`config.mk`:
```
export PLATFORM = sky130hd
export DESIGN_NAME = serial_adder
export DESIGN_NICKNAME = d
export VERILOG_FILES = /design/src/rtl/serial_adder_pkg.sv /design/src/rtl/fulladder.sv /design/src/rtl/serial_adder.sv
export SDC_FILE = /design/constraint.sdc
export NUM_CORES = 1
export LEC_CHECK = 0
export BUFFER_PORTS_ARGS = -buffer_cell sky130_fd_sc_hd__buf_2
export CAP_MARGIN = 20
export CORE_UTILIZATION = 35
export CTS_CLUSTER_SIZE = 28
export DETAILED_ROUTE_END_ITERATION = 8
export GPL_ROUTABILITY_DRIVEN = 0
export GPL_TIMING_DRIVEN = 0
export PLACE_DENSITY = 0.57
export SYNTH_ARGS = -nofsm -noshare
export SYNTH_HDL_FRONTEND = slang
export SYNTH_SLANG_ARGS = --single-unit
```
`constraint.sdc`:
```
create_clock -name i_w_clk -period 1.9 [get_ports i_w_clk]
set_input_delay 0.19 -clock i_w_clk [delete_from_list [all_inputs] [get_ports i_w_clk]]
set_output_delay 0.19 -clock i_w_clk [all_outputs]
set_load 0.005 [all_outputs]
```
`src/rtl/serial_adder_pkg.sv`:
```
// Shared adder definitions: FSM state encodings and the default operand width.
package serial_adder_pkg;

  localparam int unsigned DefaultWidth = 8;

  localparam logic [1:0] StIdleEnc = 2'd0;
  localparam logic [1:0] StRunEnc  = 2'd1;
  localparam logic [1:0] StDoneEnc = 2'd2;

  typedef enum logic [1:0] {
    StIdle = StIdleEnc,
    StRun  = StRunEnc,
    StDone = StDoneEnc
  } state_e;

endpackage

```
`src/rtl/fulladder.sv`:
```
// One-bit full adder used as the per-bit datapath of the serial adder.
module fulladder (
  input  logic a_i,
  input  logic b_i,
  input  logic cin_i,
  output logic s_o,
  output logic cout_o
);

  assign s_o    = a_i ^ b_i ^ cin_i;
  assign cout_o = (a_i & b_i) | (cin_i & (a_i ^ b_i));

endmodule

```
`src/rtl/serial_adder.sv`:
```
// Bit-serial adder: one full adder processes operands LSB first, one bit per clock.
module serial_adder
  import serial_adder_pkg::*;
#(
  parameter int unsigned WIDTH = DefaultWidth
) (
  input  logic             i_w_clk,
  input  logic             i_w_reset,
  input  logic             i_w_start,
  input  logic [WIDTH-1:0] i_w_a,
  input  logic [WIDTH-1:0] i_w_b,
  input  logic             i_w_cin,
  output logic [WIDTH-1:0] o_w_s,
  output logic             o_w_cout,
  output logic             o_w_busy,
  output logic             o_w_done
);

  localparam int unsigned CntW = $clog2(WIDTH);
  localparam logic [CntW-1:0] LastBit = CntW'(WIDTH - 1);

  state_e           state_q;
  logic [WIDTH-1:0] a_q, b_q, sum_q, sum_d, s_q;
  logic [CntW-1:0]  cnt_q;
  logic             carry_q, cout_q, busy_q, done_q;
  logic             fa_s, fa_cout;

  fulladder u_fa (
    .a_i    (a_q[0]),
    .b_i    (b_q[0]),
    .cin_i  (carry_q),
    .s_o    (fa_s),
    .cout_o (fa_cout)
  );

  // New sum bit enters at the MSB so the result is aligned after WIDTH shifts.
  assign sum_d = {fa_s, sum_q[WIDTH-1:1]};

  always_ff @(posedge i_w_clk) begin
    if (i_w_reset) begin
      state_q <= StIdle;
      a_q     <= '0;
      b_q     <= '0;
      sum_q   <= '0;
      s_q     <= '0;
      cnt_q   <= '0;
      carry_q <= 1'b0;
      cout_q  <= 1'b0;
      busy_q  <= 1'b0;
      done_q  <= 1'b0;
    end else begin
      done_q <= 1'b0;
      case (state_q)
        StIdle, StDone: begin
          if (i_w_start) begin
            a_q     <= i_w_a;
            b_q     <= i_w_b;
            sum_q   <= '0;
            carry_q <= i_w_cin;
            cnt_q   <= '0;
            busy_q  <= 1'b1;
            state_q <= StRun;
          end else begin
            state_q <= StIdle;
          end
        end
        StRun: begin
          a_q     <= a_q >> 1;
          b_q     <= b_q >> 1;
          sum_q   <= sum_d;
          carry_q <= fa_cout;
          if (cnt_q == LastBit) begin
            s_q     <= sum_d;
            cout_q  <= fa_cout;
            busy_q  <= 1'b0;
            done_q  <= 1'b1;
            state_q <= StDone;
          end else begin
            cnt_q <= cnt_q + CntW'(1);
          end
        end
        default: begin
          busy_q  <= 1'b0;
          state_q <= StIdle;
        end
      endcase
    end
  end

  assign o_w_s    = s_q;
  assign o_w_cout = cout_q;
  assign o_w_busy = busy_q;
  assign o_w_done = done_q;

endmodule

```
==> metrics.log <==
INFO  metric post-synth-top-area-fraction = about half
INFO  metric ys_seq_elements = 40
INFO  metric total_leakage_power = between 0.7 and 0.8 nW
INFO  metric worstPathCellList = ha_1 -> ha_1 -> buf_1 -> o21ai_0 -> a21oi_1 -> nor2_1
INFO  metric grt-ovfl-total = 0
INFO  metric finalNetCount = 255
INFO  metric timing.setup.critical_path_class = reg2reg
INFO  metric routed_wl_per_cell = 12.26 microns
INFO  metric ctsResizeCount = 0
INFO  metric netlist_instances = 196
INFO  metric setup.worst_path.start_class = flip-flop
INFO  metric drive_above_1_share = 23.61%
INFO  metric number_of_endpoints_with_negative_hold_slack_in_the_final_report = 0
INFO  metric synthesized_area_fraction_occupied_by_xor_and_xnor_cells = 0%
INFO  metric starting_density = 37.36%
INFO  metric timing.critical_path.fanout_max = 10
INFO  metric worst_clock_skew = 4.164 ps
INFO  metric via_count = 1435
INFO  metric synthesis.area_per_instance = between 8 and 9 sq um
INFO  metric grt_start_max_net_pins = 15
INFO  metric crit_top_cell = sky130_fd_sc_hd__ha_1
INFO  metric layout_worst_path_cycle_share = 82.56%
INFO  metric setup-tns-final = 0 ps
INFO  metric power_per_cell_area = roughly 920 nW/um^2
INFO  metric total_power = 1.829 mW
INFO  metric die-height = 70.88 microns
INFO  metric via_per_inst = between 5 and 6
INFO  metric main_combinational_cell_family_by_area_after_synthesis = simple AND/OR/NAND/NOR gates
INFO  metric worst_path_dominant_cell_family = buffers and inverters
INFO  metric floorplan.die.width = between 70 and 80 microns
INFO  metric synth_simple_gate_area_share = 25.02%
INFO  metric post_detailed_placement_cell_area = between 1500 and 2000 sq um
INFO  metric core = approximately 4400 sq um
INFO  metric clock.fmax = 637.5 MHz
INFO  metric synthTopCellsByCount = sky130_fd_sc_hd__nand2_1, sky130_fd_sc_hd__dfxtp_1, sky130_fd_sc_hd__a21oi_1, sky130_fd_sc_hd__nand3_1, sky130_fd_sc_hd__nor2_1
INFO  metric outcome = complete, no violations
INFO  metric yosys_warnings = 0
INFO  metric cp_data_arrival_time = about 1700 ps
INFO  metric synthesis.area = about 1700 sq um
INFO  metric cts_setup_buffers = 0
INFO  metric global_route.usage.total = around 15%
INFO  metric total_nets_after_synthesis = 219
INFO  metric clock-root-buffer = sky130_fd_sc_hd__clkbuf_8
INFO  metric timing.hold.worst.start = i_w_a[7]
INFO  metric tightestPinTransition = between 500 and 600 ps
INFO  metric r2r_setup_slack = 330 ps
INFO  metric synthMuxAreaShare = 0%
INFO  metric worst_setup_path_end_kind = flip-flop
INFO  metric rsz0062_at_grt = no
INFO  metric min_path_type = in2reg
INFO  metric dp_hpwl = 2446 microns
INFO  metric worst_setup_path_startpoint = cnt_q[0]
INFO  metric slew_headroom = 61.17%
INFO  metric clk-insertion-delay-late = 300 ps
INFO  metric synthArstFlopShare = 0%
INFO  metric number_of_inserted_filler_cells_in_the_final_layout = 479
INFO  metric cell_with_the_largest_stage_delay_on_the_worst_path = sky130_fd_sc_hd__buf_1
INFO  metric synth_edf_count = 0
INFO  metric antenna_violating_nets_post_route = 0
INFO  metric setup-violations-final = 0
INFO  metric worst_setup_hold_path_clk_slew = 80 ps
INFO  metric synth_fa_ha_area_share = 2.713%
INFO  metric r2r_start = cnt_q[0]
INFO  metric floorplan.die_area = roughly 5000 sq um
INFO  metric peakVddDrop = 0.0004374 V
INFO  metric area_growth_syn_to_layout = 19.59%
INFO  metric tritoncts = built
INFO  metric drc_errors = 0
INFO  metric drt_pass1_iterations = 4
INFO  metric maxSlewViolCount = 0
INFO  metric global_route_wire_length_before_repair = 6078 microns
INFO  metric ys_top_cells_by_area = sky130_fd_sc_hd__dfxtp_1, sky130_fd_sc_hd__nand2_1, sky130_fd_sc_hd__a21oi_1
INFO  metric antenna_found_initial = 0
INFO  metric post-synth-top-area-cell = sky130_fd_sc_hd__dfxtp_1
INFO  metric wl = 3494 microns
INFO  metric worst-path-buf-inv = 1
INFO  metric synth.distinct_cells = 20
INFO  metric drt_iter0_drc = between 60 and 70
INFO  metric yosys_most_used_dff = sky130_fd_sc_hd__dfxtp_1
INFO  metric drv_cap = 0
INFO  metric n_antenna_cell = 0
INFO  metric cts.sink_count = 40
INFO  metric fin_area = 1986 sq um
INFO  metric layout_min_cycle_time = 1569 ps
INFO  metric io_buffer_count = 29
INFO  metric cts.path.max_buffers = 2
INFO  metric yosys.cell_count.top_type = sky130_fd_sc_hd__nand2_1
INFO  metric placementRows = 24
INFO  metric critPathRequiredTime = between 2000 and 2500 ps
INFO  metric number_of_global_route_vias_before_repair = 1326
INFO  metric cts_hold_repair.buffers = 0
INFO  metric seq_area_frac_synth = between 40% and 50%
INFO  metric cts_made_buffers = 5
INFO  metric critPathMaxStageDelay = 390 ps
INFO  metric clock_tree.htree_level_count = 2
INFO  metric synth-compound-area-share = between 10% and 20%
INFO  metric ios = 31
tightest hold or removal path: stages:
cell and delay [ps]:
sky130_fd_sc_hd__buf_2 90, sky130_fd_sc_hd__nand2_1 40, sky130_fd_sc_hd__a21oi_1 50
kinds of logic (layout without fill, tap and decap cells):
logic type | Yosys count | after routing
compound gates | 39 | 39
fa+ha+maj | 3 | 3
buf+inv | 17 | 54
flops | 40 | 40
simple gates | 97 | 97
per-stage QoR:
stage / utilization, % / std cells / setup WS [ps] / hold WS (ps)
after CTS: 44.68 / 285 / 321.8 / 125.5
after floorplan: - / 196 / 526.5 / 326.0
after detailed placement: 42.09 / 277 / 326.1 / 440.5
final: 44.68 / 285 / 331.4 / 125.2
after global routing: 44.68 / 285 / 123.4 / 138.8
after global placement: 42.09 / 277 / 338.6 / 438.0
flip-flops by register name (all words and copies together), names as in the netlist:
register	flops
a_q	8
b_q	8
o_w_s	8
sum_q	7
cnt_q	3
state_q	2
carry_q	1
o_w_busy	1
o_w_cout	1
o_w_done	1
area by class of cell:
| type | instances | area (sq um) | area share (%) |
|---|---|---|---|
| sequential | 40 | 800.8 | 40.33 |
| buffer | 17 | 103.9 | 5.230 |
| clock inverter | 3 | 46.29 | 2.331 |
| multi-input combinational | 139 | 755.7 | 38.06 |
| tap | 52 | 65.06 | 3.277 |
| timing repair buffer | 29 | 145.1 | 7.309 |
| clock buffer | 5 | 68.82 | 3.466 |
report_power, final:
group	total [mW]	switching (mW)	leakage (nW)	internal, mW
clock	0.712	0.317	0.0548	0.396
combinational	0.211	0.123	0.403	0.0888
sequential	0.906	0.0257	0.327	0.880
total	1.83	0.465	0.784	1.36
layer usage:
layer	track usage [%]	wire length (microns)	up-vias
met1	21.14	1724	645
li1	-	-	745
met2	23.08	1536	38
met3	3.704	167	7
met5	0	0	-
met4	6.000	66	0
final timing paths:
kind / cells past startpoint / end
hold reg to reg: 2 / o_w_s[2]
setup / recovery: 6 / o_w_busy
hold / removal: 3 / a_q[7]
setup reg to reg: 6 / o_w_busy
cells in the final DEF, fill, tap and decap left out, drive strengths merged:
cell / netlist / routed
nand2: 50 / 50
buf: 13 / 42
dfxtp: 40 / 40
a21oi: 23 / 23
nand3: 21 / 21
nor2: 18 / 18
a311oi: 15 / 15
clkbuf: 4 / 9
nand2b: 3 / 3
nor2b: 2 / 2
ha: 2 / 2
or3b: 1 / 1
nand3b: 1 / 1
nor3b: 1 / 1
o21ai: 1 / 1
fa: 1 / 1
inv: 0 / 1
clkinvlp: 0 / 1
bufinv: 0 / 1
No activity file was read; power rests on OpenSTA's default activity.
